===== src/rtl/somador4bit_bist.sv =====
// Built-in self-test for the 4-bit adder: sweeps all 512 {a,b,cin} vectors, checks {cout,s}
// against a golden 5-bit sum and counts mismatches. Optional capture: SOMADOR_BIST_FIRST_FAIL_EN.
module somador4bit_bist #(
    parameter int SETTLE_CYCLES = 1,
    parameter int ERR_W         = 10
) (
    input  logic             clk,
    input  logic             rst_n,
    input  logic             start,
    input  logic             abort,
    input  logic [3:0]       dut_s,
    input  logic             dut_cout,
    output logic [3:0]       dut_a,
    output logic [3:0]       dut_b,
    output logic             dut_cin,
    output logic             busy,
    output logic             done,
    output logic             pass,
    output logic [ERR_W-1:0] err_cnt,
    output logic [8:0]       vec_idx,
    output logic [13:0]      first_fail,
    output logic             first_fail_vld
);

    localparam int                WAIT_W    = (SETTLE_CYCLES > 1) ? $clog2(SETTLE_CYCLES) : 1;
    localparam logic [WAIT_W-1:0] WAIT_LOAD = WAIT_W'(SETTLE_CYCLES - 1);
    localparam logic [ERR_W-1:0]  ERR_MAX   = '1;

    typedef enum logic [2:0] {
        S_IDLE,
        S_DRIVE,
        S_WAIT,
        S_CHECK,
        S_DONE
    } state_t;

    state_t            state;
    state_t            state_nxt;
    logic [WAIT_W-1:0] wait_cnt;
    logic              run_active;
    logic              run_start;
    logic              run_abort;
    logic              wait_tc;
    logic              vec_last;
    logic [4:0]        golden;
    logic              mismatch;

    always_comb begin
        run_active = (state == S_DRIVE) || (state == S_WAIT) || (state == S_CHECK);
        // abort has priority over start, even outside a run
        run_start  = start && !abort && ((state == S_IDLE) || (state == S_DONE));
        run_abort  = abort && run_active;
        wait_tc    = (wait_cnt == '0);
        vec_last   = (vec_idx == 9'd511);
        golden     = {1'b0, dut_a} + {1'b0, dut_b} + {4'b0000, dut_cin};
        mismatch   = (golden != {dut_cout, dut_s});
    end

    always_ff @(posedge clk or negedge rst_n) begin
        if (!rst_n) begin
            state <= S_IDLE;
        end else begin
            state <= state_nxt;
        end
    end

    always_comb begin
        state_nxt = state;
        case (state)
            S_IDLE:  if (run_start) state_nxt = S_DRIVE;
            S_DRIVE: state_nxt = S_WAIT;
            S_WAIT:  if (wait_tc) state_nxt = S_CHECK;
            S_CHECK: state_nxt = vec_last ? S_DONE : S_DRIVE;
            S_DONE:  if (run_start) state_nxt = S_DRIVE;
            default: state_nxt = S_IDLE;
        endcase
        if (run_abort) begin
            state_nxt = S_IDLE;
        end
    end

    always_comb begin
        busy = run_active;
        done = (state == S_DONE);
        pass = done && (err_cnt == '0);
    end

    // an aborted cycle leaves every result register untouched
    always_ff @(posedge clk or negedge rst_n) begin
        if (!rst_n) begin
            dut_a    <= 4'd0;
            dut_b    <= 4'd0;
            dut_cin  <= 1'b0;
            wait_cnt <= '0;
            err_cnt  <= '0;
            vec_idx  <= 9'd0;
        end else if (run_start) begin
            err_cnt <= '0;
            vec_idx <= 9'd0;
        end else if (!run_abort) begin
            case (state)
                S_DRIVE: begin
                    {dut_a, dut_b, dut_cin} <= vec_idx;
                    wait_cnt                <= WAIT_LOAD;
                end
                S_WAIT: begin
                    if (!wait_tc) begin
                        wait_cnt <= wait_cnt - WAIT_W'(1);
                    end
                end
                S_CHECK: begin
                    if (mismatch && (err_cnt != ERR_MAX)) begin
                        err_cnt <= err_cnt + ERR_W'(1);
                    end
                    if (!vec_last) begin
                        vec_idx <= vec_idx + 9'd1;
                    end
                end
                default: ;
            endcase
        end
    end

`ifdef SOMADOR_BIST_FIRST_FAIL_EN
    always_ff @(posedge clk or negedge rst_n) begin
        if (!rst_n) begin
            first_fail     <= 14'd0;
            first_fail_vld <= 1'b0;
        end else if (run_start) begin
            first_fail     <= 14'd0;
            first_fail_vld <= 1'b0;
        end else if ((state == S_CHECK) && !run_abort && mismatch && !first_fail_vld) begin
            first_fail     <= {dut_a, dut_b, dut_cin, dut_s, dut_cout};
            first_fail_vld <= 1'b1;
        end
    end
`else
    assign first_fail     = 14'd0;
    assign first_fail_vld = 1'b0;
`endif

endmodule

===== config.mk =====
export PLATFORM = sky130hd
export DESIGN_NAME = somador4bit_bist
export DESIGN_NICKNAME = d
export VERILOG_FILES = /design/src/rtl/somador4bit_bist.sv
export SDC_FILE = /design/constraint.sdc
export NUM_CORES = 1
export LEC_CHECK = 0
export BUFFER_PORTS_ARGS = -buffer_cell sky130_fd_sc_hd__clkbuf_2
export CORE_MARGIN = 1.5
export CORE_UTILIZATION = 54
export CTS_BUF_LIST = sky130_fd_sc_hd__clkbuf_2
export CTS_CLUSTER_DIAMETER = 60
export DETAILED_ROUTE_END_ITERATION = 7
export PLACE_DENSITY = 0.93
export SLEW_MARGIN = 30
export SYNTH_ARGS = -nofsm -noshare
export SYNTH_HDL_FRONTEND = slang
export SYNTH_SLANG_ARGS = --single-unit
export TNS_END_PERCENT = 1

===== constraint.sdc =====
create_clock -name clk -period 3.7 [get_ports clk]
set_input_delay 0.74 -clock clk [delete_from_list [all_inputs] [get_ports clk]]
set_output_delay 0.74 -clock clk [all_outputs]
set_load 0.05 [all_outputs]

==> results.md <==
- By count the netlist is led by 31 x dfrtp_1, 18 x nand2_1, 15 x buf_4.
- By area the synthesized netlist is led by dfrtp_1 40%, buf_4 5.8%, mux2_2 5.2%.
- The Yosys step of the flow raised 0 warnings.
- Setup repair after global routing left no endpoint under its margin.
- The final design instance area without fill is 2190 um^2.
- A synthesized cell averages roughly 9.6 um^2.
- Timing analysis after detailed placement gives a worst setup slack of 772 ps.
- The total count of hold-check failures in the final report came to 0.
- The first routing iteration left 138 violations.
- The hold buffer count at cts is 0.
- The analysis attributes to cell leakage a power of 1.09 nW.
- The longest clock path from root to sink contains 2 buffers.
- The register area share after synthesis is 40.0%.
- The total of cells resized after clock tree synthesis is 0.
- For the worst setup path, the data required time is 4000 ps.
- The synthesized netlist contains 41 unique library cells.
- The count of standard-cell rows is 21.
- The worst setup skew after layout is 14.7 ps.
- After detailed routing, the number of vias per cell comes to around 5.5.
- The weighted congestion at the end of routability-driven global placement is approximately 0.88.
- Of all nets on the critical path, the largest fanout is 9.
- In this run the cell area measured after placement is 2110 um^2.
- The placed wire-length estimate after detailed placement is 3010 um.
- The type of destination of the critical path is a flip-flop.
- The die extent in y is 62.9 um.
- The area added between synthesis and finish is 12.6%.
- The post-route minimum period is 2970 ps.
- The number of enable-type register cells in the synthesized netlist is 0.
- The number of nets in the final layout is 259.
- For this design the top-level I/O count stands at 55.
- The number of antenna violations at the first check in global routing is 0.
- The area share of the leading cell type in the synthesized netlist is 40.0%.
- The most used flip-flop cell after synthesis is dfrtp_1.
- The synthesized flop and latch total is 31.
- The total iterations of the first detailed-routing run is 4.
- The via count of the first global-routing pass is about 1500.
- Summing over every cut layer, the via total after detailed routing is roughly 1600.
- The initial utilization of the core area, before any placement, comes to 57.3%.
- STA puts the critical path data arrival time at 3270 ps.
- The total global routing track utilization is 22.4%.
- The run finished with clean final reports.
- For the pin with the worst max-slew slack, the measured transition is between 900 and 1000 ps.
- In the post-route analysis, the smallest setup slack over all paths is 733 ps.
- The chip width is 62.9 um.
- The max-slew violation total from the final report is 0.
- The H-tree depth is 2.
- The cell area that synthesis handed to floorplanning was around 1900 um^2.
- The wire length of the first global-routing pass is 7020 um.
- The count of inserted antenna diode cells is 0.
- After detailed routing, the average wire length per cell comes to 14.2 um.
- Max-cap violations in this run came to 0.
- The highest attainable clock frequency is 337 MHz.
- The total power density per cell area is 493 nW/um^2.
- The routed wire length is about 4000 um.
- The number of port buffers is 39.
- The total clock sinks is 31.
- Of all flip-flops after synthesis, the portion carrying an async set or reset was 100%.
- The count of buffers added by post-CTS timing repair for setup is 0.
- Global routing finished with a remaining overflow of 0.
- The pin count of the biggest net entering global routing is 32.
- The largest area contributor in the netlist is dfrtp_1.
- The share of the clock period used by the worst path is 80.2%.
- The class of the most critical hold timing path is in2async.
- Clock-pin slew was measured on the worst setup and hold paths at 170 ps.
- The critical setup path kind is reg2reg.
- Summed over all failing endpoints, the final setup total negative slack is 0 ps.
- For the worst-skew pair, the clock arrives at the later sink with an insertion delay of 380 ps.
- TritonCTS built the clock tree.
- The critical path launch point type is a flip-flop.
- The detail route stage leaves a number of antenna-violating nets equal to 0.
- The number of fillers in the final layout is 274.
- The number of buffers inserted during clock tree synthesis is 5.
- dfrtp_1 is the most common cell in the netlist.
- Setup violations remaining at the end of the flow were counted as 0.
- The placeable core region is around 3400 um^2.
- Synthesis produced a netlist whose cell count is 203.
- The tree is rooted in a clkbuf_2.
- The worst pin sits at a relative slew slack of 37.6%.
- The worst-case vdd ir drop is 198 uV.
- In the final layout, the share of cells above drive strength 1 is 25.2%.
- The total DRC errors in the routed layout is 0.
- The die covers 3960 um^2.
[where the power goes]
part	switching, W	internal, W
sequential	0.0000612	0.000377
clock	0.000120	0.000111
combinational	0.000292	0.000117
total	0.000473	0.000606
[critical path, cell delays in order (launching register included)]
cell and delay (ps):
dfrtp_1 450, fa_1 470, fa_1 430, xnor2_1 230, xnor2_1 120, nor4_2 640
a21boi_0 300, o31ai_1 250
[metal layers]
metal | GRT usage (%) | part of all wire, % | vias up
met4 | 6.94 | 1.5 | 0
met1 | 31.2 | 45 | 746
met5 | 0 | 0 | -
met2 | 35.1 | 48 | 58
met3 | 4.50 | 5.9 | 9
li1 | - | - | 763
[sequential cells by signal (all words and copies together) (netlist names)]
register,flops
dut_cin,1
vec_idx,9
err_cnt,10
dut_b,4
state,3
dut_a,4
[stage by stage]
stage               hold slack [ps]  cells  utilization [%]  power [W]
floorplan                       444    217                -   0.000770
global placement                508    280             62.3   0.000840
detailed placement              517    280             62.3   0.000850
CTS                             407    288             64.2    0.00108
global route                    457    288             64.5    0.00113
finish                          399    288             64.5    0.00108
[layout make-up]
type,count,area (um^2),area share (%)
sequential,31,776,35.5
tap,46,57.6,2.63
multi-input combinational,157,1060,48.7
inverter,6,22.5,1.03
timing repair buffer,40,203,9.27
clock buffer,5,25.0,1.14
clock inverter,3,38.8,1.77
[path summary, 6_finish.rpt]
path                                   startpoint                     end  slack, ps  depth (start not counted)
max reg2reg                  dut_a[0]$_DFFE_PN0P_  err_cnt[1]$_DFFE_PN0P_        730                          7
max                          dut_a[0]$_DFFE_PN0P_  err_cnt[1]$_DFFE_PN0P_        730                          7
min in group clk           err_cnt[8]$_DFFE_PN0P_  err_cnt[8]$_DFFE_PN0P_        530                          1
min reg2reg                err_cnt[8]$_DFFE_PN0P_  err_cnt[8]$_DFFE_PN0P_        530                          1
min                                         rst_n  err_cnt[7]$_DFFE_PN0P_        400                          1
max in group asynchronous                   rst_n  vec_idx[3]$_DFFE_PN0P_       2790                          1
[cells in the final DEF (no fill, tap or decap), drive strengths merged, types with 7 or more instances in the layout]
cell / count
clkbuf: 44
dfrtp: 31
nand2: 18
conb: 15
nor3: 14
nor2: 11
a21oi: 11
xnor2: 10
o21ai: 9
mux2: 9
nand3: 8
ha: 7
[logic make-up (layout without fill, tap and decap cells)]
| kind of cell | Yosys count | count (layout) | synth area share (%) |
|---|---|---|---|
| buffers and inverters | 29 | 54 | 8.70 |
| other | 1 | 15 | 0.193 |
| AOI/OAI and AO/OA | 35 | 35 | 11.5 |
| DFF | 31 | 31 | 40.0 |
| and+or+nand+nor | 73 | 73 | 20.3 |
| xor gates and xnor gates | 12 | 12 | 5.42 |
| muxes | 13 | 13 | 7.29 |
| adders and majority gates | 9 | 9 | 6.58 |
(Power assumes the default switching activity.)
